==> config.mk <==
export PLATFORM = sky130hd
export DESIGN_NAME = jpeg_rle_run_ctrl
export DESIGN_NICKNAME = d
export VERILOG_FILES = /design/src/rtl/jpeg_rle_run_ctrl.sv
export SDC_FILE = /design/constraint.sdc
export NUM_CORES = 1
export LEC_CHECK = 0
export ABC_AREA = 1
export CORE_MARGIN = 2
export CORE_UTILIZATION = 54
export CTS_CLUSTER_SIZE = 40
export DETAILED_ROUTE_END_ITERATION = 8
export PLACE_DENSITY = 0.91
export SETUP_SLACK_MARGIN = 0.05
export SKIP_LAST_GASP = 1
export SLEW_MARGIN = 20
export SYNTH_ARGS = -nofsm -noshare
export SYNTH_HDL_FRONTEND = slang
export SYNTH_SLANG_ARGS = --single-unit
==> constraint.sdc <==
create_clock -name clk -period 2 [get_ports clk]
set_input_delay 0.4 -clock clk [delete_from_list [all_inputs] [get_ports clk]]
set_output_delay 0.4 -clock clk [all_outputs]
set_load 0.05 [all_outputs]
==> src/rtl/jpeg_rle_run_ctrl.sv <==
// JPEG AC run-length controller: coefficients in, (run,size,amp) symbols out.
// Optional blk_cnt output when JPEG_RLE_BLKCNT_EN is defined.
module jpeg_rle_run_ctrl #(
  parameter int AMP_W = 12
) (
  input  logic             clk,
  input  logic             rst,
  input  logic             din_valid,
  output logic             din_ready,
  input  logic [3:0]       din_size,
  input  logic [AMP_W-1:0] din_amp,
  input  logic             din_sob,
  output logic             dout_valid,
  input  logic             dout_ready,
  output logic [3:0]       dout_run,
  output logic [3:0]       dout_size,
  output logic [AMP_W-1:0] dout_amp,
  output logic             dout_dc,
  output logic             dout_eob
`ifdef JPEG_RLE_BLKCNT_EN
  ,
  output logic [15:0]      blk_cnt
`endif
);

  typedef enum logic [1:0] {
    RUN,
    ZRL,
    SYM
  } state_e;

  state_e           state_q, state_d;
  logic [5:0]       idx_q, idx_d;
  logic [5:0]       zcnt_q, zcnt_d;
  logic [1:0]       zrem_q, zrem_d;
  logic [3:0]       hrun_q, hrun_d;
  logic [3:0]       hsize_q, hsize_d;
  logic [AMP_W-1:0] hamp_q, hamp_d;
  logic             vld_q, vld_d;
  logic [3:0]       run_q, run_d;
  logic [3:0]       size_q, size_d;
  logic [AMP_W-1:0] amp_q, amp_d;
  logic             dc_q, dc_d;
  logic             eob_q, eob_d;
`ifdef JPEG_RLE_BLKCNT_EN
  logic             hlast_q, hlast_d;
  logic             last_q, last_d;
  logic [15:0]      blk_q, blk_d;
`endif

  logic       out_xfer;
  logic       acc;
  logic [5:0] cur_idx;
  logic       is_zero;

  assign din_ready = (state_q == RUN) &&
                     (!vld_q || dout_ready);
  assign out_xfer  = vld_q && dout_ready;
  assign acc       = din_valid && din_ready;
  assign cur_idx   = din_sob ? 6'd0 : idx_q;
  assign is_zero   = (din_size == 4'd0);

  always_comb begin
    state_d = state_q;
    idx_d   = idx_q;
    zcnt_d  = zcnt_q;
    zrem_d  = zrem_q;
    hrun_d  = hrun_q;
    hsize_d = hsize_q;
    hamp_d  = hamp_q;
    vld_d   = vld_q;
    run_d   = run_q;
    size_d  = size_q;
    amp_d   = amp_q;
    dc_d    = dc_q;
    eob_d   = eob_q;
`ifdef JPEG_RLE_BLKCNT_EN
    hlast_d = hlast_q;
    last_d  = last_q;
    blk_d   = blk_q;
    if (out_xfer && last_q) begin
      blk_d = blk_q + 16'd1;
    end
`endif
    case (state_q)
      RUN: begin
        if (out_xfer) begin
          vld_d = 1'b0;
        end
        if (acc) begin
          idx_d = cur_idx + 6'd1;
          if (cur_idx == 6'd0) begin
            vld_d  = 1'b1;
            run_d  = 4'd0;
            size_d = din_size;
            amp_d  = din_amp;
            dc_d   = 1'b1;
            eob_d  = 1'b0;
            zcnt_d = 6'd0;
`ifdef JPEG_RLE_BLKCNT_EN
            last_d = 1'b0;
`endif
          end else if (is_zero && cur_idx != 6'd63) begin
            zcnt_d = zcnt_q + 6'd1;
          end else if (is_zero) begin
            // last slot is zero: pending zeros collapse into EOB
            vld_d  = 1'b1;
            run_d  = 4'd0;
            size_d = 4'd0;
            amp_d  = '0;
            dc_d   = 1'b0;
            eob_d  = 1'b1;
            zcnt_d = 6'd0;
`ifdef JPEG_RLE_BLKCNT_EN
            last_d = 1'b1;
`endif
          end else if (zcnt_q < 6'd16) begin
            vld_d  = 1'b1;
            run_d  = zcnt_q[3:0];
            size_d = din_size;
            amp_d  = din_amp;
            dc_d   = 1'b0;
            eob_d  = 1'b0;
            zcnt_d = 6'd0;
`ifdef JPEG_RLE_BLKCNT_EN
            last_d = (cur_idx == 6'd63);
`endif
          end else begin
            // first ZRL goes out now, the rest are counted in zrem
            hrun_d  = zcnt_q[3:0];
            hsize_d = din_size;
            hamp_d  = din_amp;
            zrem_d  = zcnt_q[5:4] - 2'd1;
            vld_d   = 1'b1;
            run_d   = 4'd15;
            size_d  = 4'd0;
            amp_d   = '0;
            dc_d    = 1'b0;
            eob_d   = 1'b0;
            zcnt_d  = 6'd0;
            state_d = ZRL;
`ifdef JPEG_RLE_BLKCNT_EN
            hlast_d = (cur_idx == 6'd63);
            last_d  = 1'b0;
`endif
          end
        end
      end
      ZRL: begin
        if (out_xfer) begin
          if (zrem_q != 2'd0) begin
            zrem_d = zrem_q - 2'd1;
          end else begin
            run_d   = hrun_q;
            size_d  = hsize_q;
            amp_d   = hamp_q;
            state_d = SYM;
`ifdef JPEG_RLE_BLKCNT_EN
            last_d  = hlast_q;
`endif
          end
        end
      end
      SYM: begin
        if (out_xfer) begin
          vld_d   = 1'b0;
          state_d = RUN;
        end
      end
      default: state_d = RUN;
    endcase
  end

  always_ff @(posedge clk or negedge rst) begin
    if (!rst) begin
      state_q <= RUN;
      idx_q   <= '0;
      zcnt_q  <= '0;
      zrem_q  <= '0;
      hrun_q  <= '0;
      hsize_q <= '0;
      hamp_q  <= '0;
      vld_q   <= 1'b0;
      run_q   <= '0;
      size_q  <= '0;
      amp_q   <= '0;
      dc_q    <= 1'b0;
      eob_q   <= 1'b0;
`ifdef JPEG_RLE_BLKCNT_EN
      hlast_q <= 1'b0;
      last_q  <= 1'b0;
      blk_q   <= '0;
`endif
    end else begin
      state_q <= state_d;
      idx_q   <= idx_d;
      zcnt_q  <= zcnt_d;
      zrem_q  <= zrem_d;
      hrun_q  <= hrun_d;
      hsize_q <= hsize_d;
      hamp_q  <= hamp_d;
      vld_q   <= vld_d;
      run_q   <= run_d;
      size_q  <= size_d;
      amp_q   <= amp_d;
      dc_q    <= dc_d;
      eob_q   <= eob_d;
`ifdef JPEG_RLE_BLKCNT_EN
      hlast_q <= hlast_d;
      last_q  <= last_d;
      blk_q   <= blk_d;
`endif
    end
  end

  assign dout_valid = vld_q;
  assign dout_run   = run_q;
  assign dout_size  = size_q;
  assign dout_amp   = amp_q;
  assign dout_dc    = dc_q;
  assign dout_eob   = eob_q;
`ifdef JPEG_RLE_BLKCNT_EN
  assign blk_cnt    = blk_q;
`endif

endmodule

# == After elaboration in Yosys (flattened, before gate mapping) ==
# Cells that the tools add are included.
# word_totals
ff_bits,59
latchBits,0
mem_bits_rw,0
mem_bits_ro,0
in_bits,21
output_inout_bits,24
word_cells,108
n_memories,0
# op_classes
add_sub_neg,4
n_mul,0
n_div,0
magnitude_cmp,1
n_eq_ne,14
n_shift,0
n_mux,54
bitwise,4
reduce_logical,18
# ops
operator,n
2-to-1 mux 12 bit,7
2-to-1 mux 4 bit,14
2-to-1 mux 2 bit,15
one-hot mux 12 bit (2 select lines),1
"!= test 2 bit, second input constant",10
2-to-1 mux 6 bit,3
one-hot mux 4 bit (2 select lines),2
AND reduction 8 bit,2
"adder 6 x 1 -> 6 bit, second input constant",2
2-to-1 mux 1 bit,9
zero test 6 bit,1
"less-than comparator 6 x 5 -> 1 bit, second input constant",1
"!= test 6 bit, second input constant",1
one-hot mux 2 bit (3 select lines),1
AND reduction 6 bit,1
nonzero test 2 bit,3
AND reduction 5 bit,1
logical AND 1 bit,4
zero test 4 bit,1
inverter 1 bit,4
one-hot mux 2 bit (2 select lines),1
"subtractor 2 x 1 -> 2 bit, second input constant",2
"!= test 3 bit, second input constant",1
AND reduction 3 bit,1
other kinds (7),7

# == Logic depth before layout (Yosys ltp) ==
# Gate-level depths: netlist of the first run.
# logic_depth
word_depth,7
mapped_depth,12
depth_no_buf,10

# == Worst setup path after synthesis of the first run ==
# OpenSTA, ideal clock, no wires.
# synth_path
path_type,register to register
start,"reg vld_q, in the netlist dout_valid"
end,"reg amp_q[0], in the netlist dout_amp[0]"
setup_time_ns,0.118
arrival_ns,1.781
required_time_ns,1.882
setup_slack_ns,0.102
stages_incl_launch_ff,13
n_path_buf,2
period_less_slack_ns,1.898
cell_sequence,dfrtp_1 inv_1 nor2_1 nor2_4 nand2_2 buf_6 nand2_2 nand2_2 nor2_4 nand2_2 buf_6 nand2_1 nand2_1
# synth_via
elab_chain_len,6
elab_cells_between_ends,8
classes_between,2 x eq/ne; 6 x reduce/logical
# synth_lines
element,line,text
start: declaration,39,"logic vld_q, vld_d;"
start signal: assignment,202,vld_q <= vld_d;
zero test 1 bit,57,(!vld_q || dout_ready);
logical OR 1 bit,57,
logical AND 1 bit,56,assign din_ready = (state_q == RUN) &&
net din_ready,9,"output logic din_ready,"
logical AND 1 bit,59,assign acc = din_valid && din_ready;
!= test 2 bit (no line),n/a,
AND reduction 5 bit (no line),n/a,
end signal: assignment,205,amp_q <= amp_d;
end: declaration,42,"logic [AMP_W-1:0] amp_q, amp_d;"
# The timed path passes the listed nets, and every way through them passes these cells.
# A chain may end at the register's enable or synchronous reset.

# == Final worst setup path of the first run ==
# layout_path
start,"reg run_q[1], in the netlist dout_run[1]"
end,out dout_run[1]
# layout_rtl
element,line,text
start: declaration,40,"logic [3:0] run_q, run_d;"
start signal: assignment,203,run_q <= run_d;
end: declaration,15,"output logic [3:0] dout_run,"
# No word-level cell between the ends.

==> results of run 1 <==
## cells by family after synthesis
kind of cell | count (synthesis) | synth area share
AO/OA/AOI/OAI | 35 | 0.05888
XOR/XNOR | 5 | 0.01451
adder cells (fa/ha/maj) | 3 | 0.01244
buffers and inverters | 56 | 0.08209
flip-flops | 59 | 0.4892
multiplexers | 1 | 0.003317
AND/OR/NAND/NOR | 245 | 0.3396
## cells in the final DEF, fill, tap and decap left out, drive strengths merged
cell type / instances
mux2i: 1
buf: 17
dlygate4sd2: 1
nor2: 41
o21a: 1
xor2: 5
o21ai: 26
nand3: 33
a21oi: 8
nor3: 4
clkbuf: 12
inv: 39
ha: 3
nand4: 2
or2: 1
and3: 1
clkdlybuf4s50: 38
clkinv: 3
dfrtp: 59
dlymetal6s2s: 3
nand2: 163
## per-stage QoR
| stage | area [µm²] | util |
|---|---|---|
| floorplan | 3018 | - |
| global placement | 3590 | 0.6600 |
| detailed placement | 3590 | 0.6600 |
| CTS | 3749 | 0.6892 |
| global route | 3761 | 0.6915 |
| finish | 3761 | 0.6915 |
## cell usage after synthesis, types with 4 or more instances
| cell type | instances | area, µm² |
|---|---|---|
| nand2_1 | 158 | 593.1 |
| dfrtp_1 | 59 | 1476 |
| inv_1 | 35 | 131.4 |
| nor2_1 | 35 | 131.4 |
| nand3_1 | 33 | 165.2 |
| o21ai_0 | 22 | 110.1 |
| a21oi_1 | 8 | 40.04 |
| buf_2 | 6 | 30.03 |
| nand2_2 | 5 | 31.28 |
| xor2_1 | 5 | 43.79 |
| buf_1 | 4 | 15.01 |
| inv_2 | 4 | 15.01 |
| nor3_1 | 4 | 20.02 |
| o21ai_1 | 4 | 20.02 |
## power breakdown
part	switching (mW)	internal (mW)
Sequential	0.193	1.52
Combinational	1.81	0.895
Clock	0.443	0.470
## final timing paths
kind,to,slack [ps],from,cells past startpoint
setup / recovery,dout_run[1],80,dout_run[1]$_DFFE_PN0P_,1
hold / removal,dout_amp[4]$_DFFE_PN0P_,50,rst,2
setup reg to reg,hamp_q[9]$_DFFE_PN0P_,320,state_q[0]$_DFFE_PN0P_,8
hold reg to reg,zrem_q[0]$_DFFE_PN0P_,470,zrem_q[0]$_DFFE_PN0P_,2
max in group asynchronous,zcnt_q[0]$_DFFE_PN0P_,1680,rst,2
min in group clk,zrem_q[0]$_DFFE_PN0P_,470,zrem_q[0]$_DFFE_PN0P_,2
## what timing repair did
action / in CTS / in global routing
endpoints found under the setup margin: 1 / 6
gates cloned: 0 / 0
setup buffers: 0 / 0
resized for setup: 1 / 4
## cell type report
type | instances | share of cell area
multi-input combinational | 289 | 0.3453
sequential | 59 | 0.3925
inverter | 39 | 0.03892
clock buffer | 12 | 0.03859
tap | 72 | 0.02395
timing repair buffer | 59 | 0.1567
clock inverter | 3 | 0.003992
## sequential cells by signal (all words and copies together), names as in the netlist
name        count
dout_amp       12
hamp_q         12
idx_q           6
zcnt_q          6
dout_run        4
dout_size       4
hrun_q          4
hsize_q         4
state_q         2
zrem_q          2
dout_dc         1
dout_eob        1
dout_valid      1
## metal layers
metal	share of wire	global-route usage	up-vias
met5	0	0	-
met3	0.054	0.05227	14
met4	0.026	0.1333	0
li1	-	-	1356
met2	0.49	0.3846	89
met1	0.43	0.2973	1250
==> impl_metrics.tcl, run 1 <==
set metrics [dict create \
    status "finished clean" \
    fillCellCount 411 \
    fin_nets 481 \
    critical_path_arrival_ps 1520 \
    core_um2 5439 \
    stdcell_count 533 \
    layout-drive-gt1-share 0.09978 \
    relSlewSlack 0.6642 \
    layout.area.seq_um2 1476 \
    crit_family "buffers and inverters" \
    hold_viol_final 0 \
    die_h_um 78.76 \
    ctsHtreeMaxLevel 3 \
    first_iter_violations 289 \
    clkLatencyLatePin_ps 350 \
    period_share 0.9613 \
    portBuffers 44 \
    antenna_found_initial 0 \
    grt_pass1_vias 2604 \
    cp_slowest_cell "clkdlybuf4s50_1" \
    syn_inst 404 \
    syn_area_per_cell_um2 7.470 \
    setup_viol 0 \
    cap_violations 0 \
    multi_input_area_um2 1299 \
    ios 45 \
    grt_usage 0.2382 \
    p_per_area_nw_per_um2 1420 \
    finClkSkew_ps 4.429 \
    syn_area_um2 3018 \
    fmax_mhz 520.1 \
    cts.clk_slew.worst_paths_ps 60 \
    synth_cell_types 26 \
    synth_edf_count 0 \
    cts_tree "built" \
    p_leak_nw 1.970 \
    worst-path-buf-inv 1 \
    cts.sinks 59 \
    hp-class "input pin to async pin" \
    rsz0062_at_grt "false" \
    slew_viol_final 0 \
    drt_wl_total_mm 6.541 \
    synth_warnings 0 \
    whs_ps 51.37 \
    diodes 0 \
    cp_cell_sequence "clkdlybuf4s50_1" \
    end_kind "primary output" \
    yosysSeqAreaShare 0.4892 \
    overflow 0 \
    via_per_inst 5.083 \
    initial_core_util 0.5549 \
    ant_nets 0 \
    period_needed_ps 1923 \
    syn-num-nets 428 \
    root_buffer "clkbuf_8" \
    hpwlAfterDp_mm 4.605 \
    layout_setup_ws_ps 77.40 \
    hold_buffers 0 \
    synth_flop_cell "dfrtp_1" \
    ys_seq_elements 59 \
    ir_drop_v 0.0008700 \
    setup_tns_ps 0 \
    crit_type "flop to primary output" \
    required_ps 1600 \
    async_flop_share 1.000 \
    fp-row-count 27 \
    grt_pass1_wl_mm 11.37 \
    worstMarginPinSlew_ps 502.9 \
    clockBufferDepth 2 \
    grt_max_degree 60 \
    drc 0 \
    slowest_delay_ps 810 \
    total_power_mw 5.340 \
    die_w_um 78.76 \
    dp.cells 518 \
    firstDrtPassIters 5 \
    pre_cts_slack_ps -91.29 \
    gp_congestion 0.8738 \
    cts-buffers-inserted 9 \
    routed-via-count 2709 \
    dieArea_um2 6202 \
    crit_fanout 2 \
    area_growth_pct 24.63 \
    detail_route.wl_per_cell_um 12.27 \
    critPathLaunchType "flop" \
]
Power figures use the tool's default switching activity.
==> run 2, diff against run 1 <==
Settings changed: CAP_MARGIN set to 10.
==> results of run 2 <==
No change in the layout: final DEF, timing and power equal those of run 1.
